==> config.mk <==
export PLATFORM = sky130hd
export DESIGN_NAME = mc_control_fsm
export DESIGN_NICKNAME = d
export VERILOG_FILES = /design/src/rtl/mc_control_fsm.sv
export SDC_FILE = /design/constraint.sdc
export NUM_CORES = 1
export LEC_CHECK = 0
export ABC_CLOCK_PERIOD_IN_PS = 1700
export BUFFER_PORTS_ARGS = -buffer_cell sky130_fd_sc_hd__buf_4
export CORE_AREA = 8 8 45 47
export CTS_CLUSTER_SIZE = 25
export DETAILED_ROUTE_END_ITERATION = 10
export DIE_AREA = 0 0 53 55
export PLACE_DENSITY_LB_ADDON = 0.1
export SETUP_SLACK_MARGIN = 0.4
export SKIP_LAST_GASP = 1
export SYNTH_ARGS = -nofsm -noshare
export SYNTH_HDL_FRONTEND = slang
export SYNTH_SLANG_ARGS = --single-unit
export TNS_END_PERCENT = 20
==> constraint.sdc <==
create_clock -name clk -period 1.7 [get_ports clk]
set_input_delay 0.255 -clock clk [delete_from_list [all_inputs] [get_ports clk]]
set_output_delay 0.255 -clock clk [all_outputs]
set_load 0.02 [all_outputs]
==> src/rtl/mc_control_fsm.sv <==
// rtl/mc_control_fsm.sv - multi-cycle MIPS control unit sequencing PC, IR, memory, register file and ALU selects
module mc_control_fsm #(
  parameter logic [5:0] OP_R    = 6'h00,
  parameter logic [5:0] OP_LW   = 6'h23,
  parameter logic [5:0] OP_SW   = 6'h2B,
  parameter logic [5:0] OP_BEQ  = 6'h04,
  parameter logic [5:0] OP_J    = 6'h02,
  parameter logic [5:0] OP_ADDI = 6'h08
) (
  input  logic       clk,
  input  logic       rst,
  input  logic [5:0] opcode,
  input  logic       zero,
  input  logic       mem_ready,
  output logic       pc_write,
  output logic       branch,
  output logic       jump,
  output logic       ir_write,
  output logic       iord,
  output logic       mem_read,
  output logic       mem_write,
  output logic       reg_write,
  output logic       reg_dst,
  output logic       mem_to_reg,
  output logic       alu_src_a,
  output logic [1:0] alu_src_b,
  output logic [1:0] alu_op,
  output logic       illegal_op,
  output logic [3:0] state
);

  typedef enum logic [3:0] {
    S_IDLE      = 4'd0,
    S_FETCH     = 4'd1,
    S_DECODE    = 4'd2,
    S_MEM_ADDR  = 4'd3,
    S_MEM_READ  = 4'd4,
    S_MEM_WB    = 4'd5,
    S_MEM_WRITE = 4'd6,
    S_EXECUTE   = 4'd7,
    S_ALU_WB    = 4'd8,
    S_BRANCH    = 4'd9,
    S_JUMP      = 4'd10,
    S_ADDI_EXEC = 4'd11,
    S_ADDI_WB   = 4'd12
  } state_t;

  state_t cur;
  logic   op_legal;

  assign state = cur;

  // Opcodes the decoder knows how to sequence; anything else is flagged in DECODE
  assign op_legal = (opcode == OP_R) || (opcode == OP_LW) || (opcode == OP_SW) ||
                    (opcode == OP_BEQ) || (opcode == OP_J) || (opcode == OP_ADDI);

  // State sequencing; memory states hold until mem_ready, unused codes fall back to IDLE
  always_ff @(posedge clk or posedge rst) begin
    if (rst) begin
      cur <= S_IDLE;
    end else begin
      case (cur)
        S_IDLE:      cur <= S_FETCH;
        S_FETCH:     if (mem_ready) cur <= S_DECODE;
        S_DECODE: begin
          if (opcode == OP_LW || opcode == OP_SW) cur <= S_MEM_ADDR;
          else if (opcode == OP_R)                cur <= S_EXECUTE;
          else if (opcode == OP_BEQ)              cur <= S_BRANCH;
          else if (opcode == OP_J)                cur <= S_JUMP;
          else if (opcode == OP_ADDI)             cur <= S_ADDI_EXEC;
          else                                    cur <= S_FETCH;
        end
        S_MEM_ADDR:  cur <= (opcode == OP_LW) ? S_MEM_READ : S_MEM_WRITE;
        S_MEM_READ:  if (mem_ready) cur <= S_MEM_WB;
        S_MEM_WB:    cur <= S_FETCH;
        S_MEM_WRITE: if (mem_ready) cur <= S_FETCH;
        S_EXECUTE:   cur <= S_ALU_WB;
        S_ALU_WB:    cur <= S_FETCH;
        S_BRANCH:    cur <= S_FETCH;
        S_JUMP:      cur <= S_FETCH;
        S_ADDI_EXEC: cur <= S_ADDI_WB;
        S_ADDI_WB:   cur <= S_FETCH;
        default:     cur <= S_IDLE;
      endcase
    end
  end

  // Moore decode of the current state, with the three input-gated strobes
  always_comb begin
    pc_write   = 1'b0;
    branch     = 1'b0;
    jump       = 1'b0;
    ir_write   = 1'b0;
    iord       = 1'b0;
    mem_read   = 1'b0;
    mem_write  = 1'b0;
    reg_write  = 1'b0;
    reg_dst    = 1'b0;
    mem_to_reg = 1'b0;
    alu_src_a  = 1'b0;
    alu_src_b  = 2'b00;
    alu_op     = 2'b00;
    illegal_op = 1'b0;
    case (cur)
      S_FETCH: begin
        mem_read  = 1'b1;
        alu_src_b = 2'b01;
        pc_write  = mem_ready;
        ir_write  = mem_ready;
      end
      S_DECODE: begin
        alu_src_b  = 2'b11;
        illegal_op = !op_legal;
      end
      S_MEM_ADDR: begin
        alu_src_a = 1'b1;
        alu_src_b = 2'b10;
      end
      S_MEM_READ: begin
        mem_read = 1'b1;
        iord     = 1'b1;
      end
      S_MEM_WB: begin
        reg_write  = 1'b1;
        mem_to_reg = 1'b1;
      end
      S_MEM_WRITE: begin
        mem_write = 1'b1;
        iord      = 1'b1;
      end
      S_EXECUTE: begin
        alu_src_a = 1'b1;
        alu_op    = 2'b10;
      end
      S_ALU_WB: begin
        reg_write = 1'b1;
        reg_dst   = 1'b1;
      end
      S_BRANCH: begin
        alu_src_a = 1'b1;
        alu_op    = 2'b01;
        branch    = zero;
      end
      S_JUMP: begin
        jump = 1'b1;
      end
      S_ADDI_EXEC: begin
        alu_src_a = 1'b1;
        alu_src_b = 2'b10;
      end
      S_ADDI_WB: begin
        reg_write = 1'b1;
      end
      default: begin
      end
    endcase
  end

endmodule

==> results.py, run 1 <==
metrics = {
    "run_status": {
        "status": "complete, no violations",
    },
    "placement": {
        "place.gp.congestion": 0.7454,
        "dp_hpwl_mm": 1.331,
        "dp_cells": 110,
        "dp_slack_ps": 55.52,
        "port_buffers": 29,
    },
    "critical_path": {
        "cpMaxStageDelayCell": "dfrtp_2",
        "end_kind": "output port",
        "rr_startpoint": "state[1]",
        "r2r_slack_ps": 210,
        "cp-start-kind": "register",
        "worstSetupPathType": "register to output port",
        "rr_worst_depth": 3,
        "cp_top_family": "simple AND/OR/NAND/NOR gates",
        "critical_path_buf_inv_count": 1,
        "cp_data_arrival_time_ps": 1440,
        "crit_required_ps": 1440,
        "r2r-end": "state[0]",
        "crit_fanout": 4,
        "cp_cell_sequence": "nand2b_4 -> or3_4 -> nor3b_4 -> buf_6",
        "critPathMaxStageDelay_ps": 390,
    },
    "floorplanning": {
        "dieArea_sq_mm": 0.002915,
        "die_w_um": 53,
        "rows": 14,
        "die_h_um": 55,
        "design.core.area_sq_mm": 0.001384,
        "start_util_pct": 36.17,
        "io_pins": 30,
    },
    "synthesis": {
        "synthFlopType": "dfrtp_1",
        "synth_top_family_by_area": "simple AND/OR/NAND/NOR gates",
        "synth_xor_area_share_pct": 3.500,
        "synth_cells": 66,
        "synth-seq-cells": 4,
        "netlist_area_sq_um": 500.5,
        "syn_area_per_cell_sq_um": 7.583,
        "synth-compound-area-share_pct": 30.75,
        "synth_mux_area_share_pct": 2.250,
        "yosysSeqAreaShare_pct": 20.00,
        "synth_fa_ha_area_share_pct": 0,
        "syn_nets": 76,
        "async_flop_share_pct": 100.0,
        "synth-simple-area-share_pct": 35.75,
        "yosysUniqueCellTypes": 38,
        "ys_warn_count": 0,
        "synth-edff-count": 0,
    },
    "timing": {
        "min_period_over_period_pct": 99.58,
        "timing.final.max_slew_violations": 0,
        "worst_hold_slack_ps": 367.9,
        "skew_ps": 0.7193,
        "fin_crit_ps": 1693,
        "hold_viol_final": 0,
        "rsz0062_at_grt": "true",
        "relSlewSlack_pct": 79.63,
        "fmax_ghz": 0.5907,
        "fin_tns_setup_ps": 0,
        "fin_ws_ps": 7.098,
        "worst_slew_pin_slew_ps": 302.2,
        "setup_viol": 0,
    },
    "route": {
        "drt_iter0_markers": 8,
        "routed_wl_mm": 1.772,
        "routed-via-count": 662,
        "final_antenna_net_count": 0,
        "viasPerCell": 5.471,
        "drc": 0,
        "first_pass_iters": 4,
        "wl_per_cell_um": 14.64,
    },
    "clock_network": {
        "clock_path_buffers": 2,
        "htree_levels": 1,
        "path_clk_slew_ps": 30,
        "cts_tree": "yes",
        "clock_sinks": 4,
        "cts_buffers": 3,
        "clk_latency_ps": 230,
        "cts_root_buffer": "clkbuf_4",
    },
    "worst_hold_path": {
        "worstHoldEndpoint": "state[2]",
        "worst_hold_path.num_cells": 3,
        "min_path_type": "input port to register",
        "hold_start": "mem_ready",
    },
    "global_routing": {
        "grt_max_degree": 15,
        "antenna_found_initial": 0,
        "grt_pass1_vias": 650,
        "globalRouteTotalUtil_pct": 11.95,
        "grt_first_pass_wirelength_mm": 2.691,
        "grt_overflow": 0,
    },
    "layout": {
        "drive_above_1_share_pct": 63.81,
        "areaGrowthSynthToFinish_pct": 82.00,
        "fin_nets": 117,
        "fill_cells": 108,
        "final_cells": 121,
        "largest_reg_flops": 4,
        "diodes": 0,
    },
    "power": {
        "p_leak_nw": 0.4183,
        "power.density_mw_per_mm2": 1713,
        "vdd.ir_drop.worst_mv": 0.8862,
        "p_total_mw": 1.561,
    },
    "flow_run": {
        "maxCapViolCount": 0,
    },
}
## power breakdown
part / switching (mW) / total (mW) / internal, mW / leakage, nW
sequential: 0.0748 / 0.217 / 0.143 / 0.0453
combinational: 0.643 / 1.23 / 0.589 / 0.359
clock: 0.0332 / 0.112 / 0.0786 / 0.0138
## synth_stat cells (all sizes together), types with 2 or more instances
library cell	n	area, sq um
a21oi	2	10.01
buf	2	12.51
clkbuf	3	11.26
dfrtp	4	100.1
inv	4	15.01
nand2	4	15.01
nand2b	5	31.28
nor2	8	30.03
nor3	5	25.02
o211ai	3	22.52
## worst max-delay path by stage
stage                         start    endpoint  slack [ps]  cells after the start
after floorplan            state[2]  illegal_op         140                      3
after global placement    opcode[0]  illegal_op          70                      5
after detailed placement  opcode[1]  illegal_op          60                      5
after CTS                  state[3]  illegal_op          -2                      4
after global routing       state[3]  illegal_op         -20                      4
final                      state[3]  illegal_op           7                      4
## worst reg2reg max path: stages (launching register included)
cell and delay, ps:
dfrtp_2 440, or4b_4 510, o41ai_2 270, a222oi_1 140
## layout by cell type (no fill, tap or decap), types with 2 or more instances in the layout
cell and n:
a21oi_1 2, buf_4 38, clkbuf_4 3, dfrtp_2 4, inv_1 3, nand2_1 4, nand2b_1 3, nand2b_4 2
nor2_1 6, nor3_1 2, nor3_2 3, o211ai_1 3
## cell families after synthesis
group | count (synthesis)
AOI/OAI and AO/OA | 18
DFF | 4
xor gates and xnor gates | 2
and+or+nand+nor | 32
muxes | 1
buffers and inverters | 9
## routing by layer
metal / GRT usage [%] / vias up / share of wire (%)
met2: 21.88 / 14 / 53
met1: 12.25 / 319 / 40
met3: 2.406 / 2 / 6.8
met4: 7.328 / 0 / 0.68
li1: - / 327 / -
met5: 0 / - / 0
## timing repair
item | 4_1_cts | 5_1_grt
pin swaps | 0 | 1
endpoints found under the hold margin | 4 | 0
endpoints found under the setup margin | 19 | 20
gates cloned | 0 | 0
gates resized for setup | 4 | 2
buffers inserted | 5 | 2
hold buffers | 1 | 0
## metrics by stage
| step | utilization [%] | cell area (sq um) |
|---|---|---|
| floorplan | - | 589.3 |
| global placement | 57.59 | 797.0 |
| detailed placement | 57.59 | 797.0 |
| CTS | 63.92 | 884.6 |
| global route | 65.82 | 910.9 |
| finish | 65.82 | 910.9 |
## layout make-up
cell class	count	area, sq um	share of cell area (%)
Clock buffer	3	22.52	2.473
Multi-Input combinational cell	53	426.7	46.84
Timing Repair Buffer	41	321.6	35.30
Sequential cell	4	105.1	11.54
Tap cell	16	20.02	2.198
Inverter	4	15.01	1.648
Note: power is estimated with default switching activity, not from simulation.
==> inputs of run 2 (changes only) <==
--- a/config.mk
+++ b/config.mk
@@ -5,12 +5,12 @@
 export SDC_FILE = /design/constraint.sdc
 export NUM_CORES = 1
 export LEC_CHECK = 0
-export ABC_CLOCK_PERIOD_IN_PS = 1700
+export ABC_CLOCK_PERIOD_IN_PS = 1390
 export BUFFER_PORTS_ARGS = -buffer_cell sky130_fd_sc_hd__buf_4
-export CORE_AREA = 8 8 45 47
+export CORE_MARGIN = 8
+export CORE_UTILIZATION = 37
 export CTS_CLUSTER_SIZE = 25
 export DETAILED_ROUTE_END_ITERATION = 10
-export DIE_AREA = 0 0 53 55
 export PLACE_DENSITY_LB_ADDON = 0.1
 export SETUP_SLACK_MARGIN = 0.4
 export SKIP_LAST_GASP = 1
==> constraint.sdc (replaced) <==
create_clock -name clk -period 1.39 [get_ports clk]
set_input_delay 0.2085 -clock clk [delete_from_list [all_inputs] [get_ports clk]]
set_output_delay 0.2085 -clock clk [all_outputs]
set_load 0.02 [all_outputs]
==> results.py, run 2 (synthesis results as in run 1) <==
metrics = {
    "worst_hold_path": {
        "min_path_type": "input port to register",
        "hold_start": "mem_ready",
        "worst_hold_path.num_cells": 3,
    },
    "global_routing": {
        "globalRouteTotalUtil_pct": 18.03,
        "grt_pass1_vias": 838,
        "grt_first_pass_wirelength_mm": 3.877,
        "grt_overflow": 0,
        "grt_max_degree": 7,
        "antenna_found_initial": 0,
    },
    "flow_run": {
        "maxCapViolCount": 0,
    },
    "placement": {
        "placed_area_sq_um": 908.4,
        "port_buffers": 29,
        "dp_cells": 124,
        "dp_slack_ps": -169.2,
        "dp_hpwl_mm": 1.465,
        "place.gp.congestion": 0.8767,
    },
    "floorplanning": {
        "start_util_pct": 38.95,
        "rows": 13,
        "dieArea_sq_mm": 0.002786,
        "die_w_um": 52.78,
        "die_h_um": 52.78,
        "design.core.area_sq_mm": 0.001285,
        "io_pins": 30,
    },
    "critical_path": {
        "critPathMaxStageDelay_ps": 400,
        "cp_top_family": "flip-flops",
        "cp.depth": 5,
        "cpMaxStageDelayCell": "dfrtp_2",
        "crit_fanout": 6,
        "cp_data_arrival_time_ps": 1440,
        "cp_cell_sequence": "buf_4 -> buf_12 -> mux2_4 -> nor2_4 -> buf_6",
        "worstSetupPathType": "register to output port",
        "rr_startpoint": "state[1]",
        "crit_required_ps": 1180,
        "startpoint": "state[3]",
        "cp-start-kind": "register",
        "critical_path_buf_inv_count": 3,
        "rr_worst_depth": 4,
        "end_kind": "output port",
    },
    "timing": {
        "worst_hold_slack_ps": 367.0,
        "fin_ws_ps": -260.4,
        "fin_crit_ps": 1650,
        "skew_ps": 4.196,
        "relSlewSlack_pct": 79.05,
        "fin_tns_setup_ps": -2897,
        "fmax_ghz": 0.6059,
        "setup_viol": 18,
        "hold_viol_final": 0,
        "worst_slew_pin_slew_ps": 314.3,
        "rsz0062_at_grt": "true",
        "min_period_over_period_pct": 118.7,
        "timing.final.max_slew_violations": 0,
    },
    "layout": {
        "largest_reg_flops": 4,
        "drive_above_1_share_pct": 72.44,
        "final_cell_mix": "buf_4 (52), buf_6 (8), nor2_1 (5)",
        "final_common_cell": "buf_4",
        "fin_nets": 139,
        "fill_cells": 61,
        "diodes": 0,
        "multi_input_comb_area_sq_um": 451.7,
        "fin_area_sq_mm": 0.001144,
        "final_cells": 142,
        "utilization_pct": 89.00,
        "register_area_sq_um": 105.1,
        "areaGrowthSynthToFinish_pct": 128.5,
    },
    "clock_network": {
        "clock_path_buffers": 2,
        "clk_latency_ps": 230,
        "cts_root_buffer": "clkbuf_4",
        "path_clk_slew_ps": 40,
        "htree_levels": 1,
        "cts_tree": "yes",
        "cts_buffers": 3,
        "clock_sinks": 4,
    },
    "power": {
        "vdd.ir_drop.worst_mv": 1.556,
        "p_clk_share_pct": 5.7,
        "p_leak_nw": 0.5423,
        "sw_frac_of_total_pct": 45.44,
        "internal_power_mw": 1.303,
        "power.density_mw_per_mm2": 2088,
        "power.share.sequential_pct": 10.2,
        "pwr-share-comb_pct": 84.1,
        "p_total_mw": 2.388,
        "p_switching_mw": 1.085,
    },
    "route": {
        "drt_iter0_markers": 28,
        "final_antenna_net_count": 0,
        "wl_per_cell_um": 17.23,
        "first_pass_iters": 4,
        "routed-via-count": 808,
        "routed_wl_mm": 2.447,
        "drc": 0,
        "viasPerCell": 5.690,
    },
    "run_status": {
        "status": "finished, violations left",
        "violations": "negative setup slack",
    },
}
run 2: cell types whose count changed in the layout (fill, tap and decap cells not counted), sizes merged:
cell  previous run  this run
buf             40        62
run 2: repair_timing:
| action | CTS | global route |
|---|---|---|
| cloned | 0 | 0 |
| hold endpoints to repair | 4 | 0 |
| pin swaps | 4 | 0 |
| buffers inserted | 14 | 0 |
| hold buffers | 1 | 0 |
| gates resized for setup | 18 | 3 |
| setup endpoints to repair | 24 | 24 |
run 2: final timing paths:
kind,endpoint,slack (ps)
max in group asynchronous,state[2],780
min in group asynchronous,state[3],430
setup / recovery,reg_write,-260
hold reg to reg,state[3],670
hold / removal,state[2],370
setup reg to reg,state[0],-170
run 2: layout make-up:
cell class              instances  area share, %
repair buffers                 63          46.39
flip-flops and latches          4          9.190
multi-input cells              53          39.50
clock buffers                   3          1.969
well taps                      15          1.641
inverters                       4          1.313
run 2: power by group through the flow:
stage / clock (mW) / sequential, mW / combinational (mW)
finish: 0.136 / 0.244 / 2.01
CTS: 0.144 / 0.226 / 1.91
global route: 0.154 / 0.245 / 2.11
detailed placement: 0 / 0.231 / 1.53
floorplan: 0 / 0.294 / 0.886
global placement: 0 / 0.227 / 1.51
run 2: worst register-to-register path, cell delays in order (launching register included):
cell and delay, ps:
dfrtp_2 410, buf_4 140, or4b_4 480, o41ai_2 250
a222oi_1 150
run 2: metal layers:
metal | track usage (%) | vias to the layer above | part of all wire [%]
li1 | - | 365 | -
met1 | 20.32 | 392 | 39
met4 | 9.052 | 0 | 3.1
met5 | 0 | - | 0
met3 | 2.841 | 10 | 6.4
met2 | 31.45 | 41 | 51
==> inputs of run 3 (changes only) <==
--- a/config.mk
+++ b/config.mk
@@ -5,8 +5,9 @@
 export SDC_FILE = /design/constraint.sdc
 export NUM_CORES = 1
 export LEC_CHECK = 0
+export ABC_AREA = 0
 export ABC_CLOCK_PERIOD_IN_PS = 1390
-export BUFFER_PORTS_ARGS = -buffer_cell sky130_fd_sc_hd__buf_4
+export BUFFER_PORTS_ARGS = -buffer_cell sky130_fd_sc_hd__buf_2
 export CORE_MARGIN = 8
 export CORE_UTILIZATION = 37
 export CTS_CLUSTER_SIZE = 25
==> constraint.sdc (replaced) <==
create_clock -name clk -period 1.39 [get_ports clk]
set_input_delay 0.0695 -clock clk [delete_from_list [all_inputs] [get_ports clk]]
set_output_delay 0.0695 -clock clk [all_outputs]
set_load 0.02 [all_outputs]
==> results.py, run 3 (synthesis results as in run 1) <==
metrics = {
    "critical_path": {
        "crit_fanout": 2,
        "critical_path_buf_inv_count": 1,
        "critPathMaxStageDelay_ps": 390,
        "cp_top_family": "simple AND/OR/NAND/NOR gates",
        "cp_data_arrival_time_ps": 1420,
        "worstSetupPathType": "register to output port",
        "cpMaxStageDelayCell": "dfrtp_2",
        "cp_cell_sequence": "nand2b_4 -> or3_4 -> nor3b_4 -> buf_6",
        "crit_required_ps": 1320,
        "cp-start-kind": "register",
        "end_kind": "output port",
    },
    "clock_network": {
        "clock_sinks": 4,
        "cts_root_buffer": "clkbuf_4",
        "clk_latency_ps": 230,
        "cts_tree": "yes",
        "clock_path_buffers": 2,
        "cts_buffers": 3,
        "path_clk_slew_ps": 40,
        "htree_levels": 1,
    },
    "timing": {
        "fin_ws_ps": -96.06,
        "fmax_ghz": 0.6729,
        "min_period_over_period_pct": 106.9,
        "fin_tns_setup_ps": -456.1,
        "timing.final.max_slew_violations": 0,
        "worst_hold_slack_ps": 199.9,
        "hold_viol_final": 0,
        "fin_crit_ps": 1486,
        "rsz0062_at_grt": "true",
        "setup_viol": 12,
        "worst_slew_pin_slew_ps": 267.0,
        "skew_ps": 0.6682,
        "relSlewSlack_pct": 82.20,
    },
    "layout": {
        "largest_reg_flops": 4,
        "final_cell_mix": "buf_2 (23), buf_4 (13), buf_6 (9)",
        "diodes": 0,
        "drive_above_1_share_pct": 67.86,
        "areaGrowthSynthToFinish_pct": 96.50,
        "final_common_cell": "buf_2",
        "fin_nets": 124,
    },
    "placement": {
        "port_buffers": 29,
        "place.gp.congestion": 0.8136,
        "dp_slack_ps": 16.07,
        "dp_hpwl_mm": 1.397,
    },
    "power": {
        "pwr-share-comb_pct": 82.0,
        "vdd.ir_drop.worst_mv": 1.144,
        "p_leak_nw": 0.4620,
        "sw_frac_of_total_pct": 47.65,
        "p_clk_share_pct": 6.5,
        "power.density_mw_per_mm2": 2129,
        "internal_power_mw": 1.096,
        "p_switching_mw": 0.9978,
        "power.share.sequential_pct": 11.4,
    },
    "run_status": {
        "violations": "negative setup slack",
        "status": "finished, violations left",
    },
    "route": {
        "final_antenna_net_count": 0,
        "drc": 0,
        "viasPerCell": 5.449,
        "routed_wl_mm": 1.891,
        "drt_iter0_markers": 18,
        "wl_per_cell_um": 14.89,
        "routed-via-count": 692,
        "first_pass_iters": 4,
    },
    "floorplanning": {
        "io_pins": 30,
        "die_w_um": 52.78,
        "design.core.area_sq_mm": 0.001285,
        "start_util_pct": 38.95,
        "dieArea_sq_mm": 0.002786,
        "die_h_um": 52.78,
        "rows": 13,
    },
    "flow_run": {
        "maxCapViolCount": 0,
    },
    "global_routing": {
        "antenna_found_initial": 0,
        "globalRouteTotalUtil_pct": 14.31,
        "grt_pass1_vias": 676,
        "grt_first_pass_wirelength_mm": 3.180,
        "grt_overflow": 0,
        "grt_max_degree": 8,
    },
    "worst_hold_path": {
        "min_path_type": "input port to register",
    },
}
-- run 3: final timing paths --
path | startpoint | end | slack (ps) | depth (start not counted)
worst max-delay path | state[3] | illegal_op | -100 | 4
worst min-delay path | mem_ready | state[2] | 200 | 3
worst max register to register | state[2] | state[1] | -40 | 4
worst min register to register | state[0] | state[3] | 650 | 2
max in group asynchronous | rst | state[1] | 960 | 3
min in group asynchronous | rst | state[0] | 260 | 3
-- run 3: per-stage QoR --
| step | utilization (%) | power, mW | instances | area (sq um) |
|---|---|---|---|---|
| 2_1_floorplan | - | 1.180 | 66 | 589.3 |
| 3_3_place_gp | 60.37 | 1.559 | 116 | 775.7 |
| 3_5_place_dp | 60.37 | 1.567 | 116 | 775.7 |
| 4_1_cts | 73.90 | 2.004 | 127 | 949.7 |
| 5_1_grt | 76.53 | 2.240 | 127 | 983.4 |
| 6_report | 76.53 | 2.094 | 127 | 983.4 |
-- run 3: per-layer routing --
layer	up-vias	part of all wire (%)	GRT usage [%]
met4	0	0.42	5.172
met1	334	42	17.31
met5	-	0	0
met2	15	52	24.61
met3	2	5.4	1.989
li1	341	-	-
-- run 3: what timing repair did --
item	in CTS	in global routing
hold buffers	1	0
pin swaps	6	3
resized for setup	20	8
setup endpoints to repair	24	24
endpoints found under the hold margin	4	0
setup buffers	7	0
-- run 3: layout make-up --
cell class | instances | area, sq um
inverter | 4 | 15.01
timing repair buffer | 48 | 359.1
multi-input combinational | 53 | 462.9
fill | 91 | 301.5
tap | 15 | 18.77
sequential | 4 | 105.1
clock buffer | 3 | 22.52
-- run 3: worst register-to-register path, stage by stage, from the launching register on --
cell      delay, ps
dfrtp_2         430
buf_4           170
nand2b_1        150
a2111o_1        380
a41oi_1         210
-- run 3: power groups by stage --
stage / sequential, mW / combinational, mW / clock (mW)
2_1_floorplan: 0.294 / 0.885 / 0
3_3_place_gp: 0.246 / 1.31 / 0
3_5_place_dp: 0.252 / 1.32 / 0
4_1_cts: 0.233 / 1.63 / 0.144
5_1_grt: 0.245 / 1.85 / 0.147
6_report: 0.240 / 1.72 / 0.137
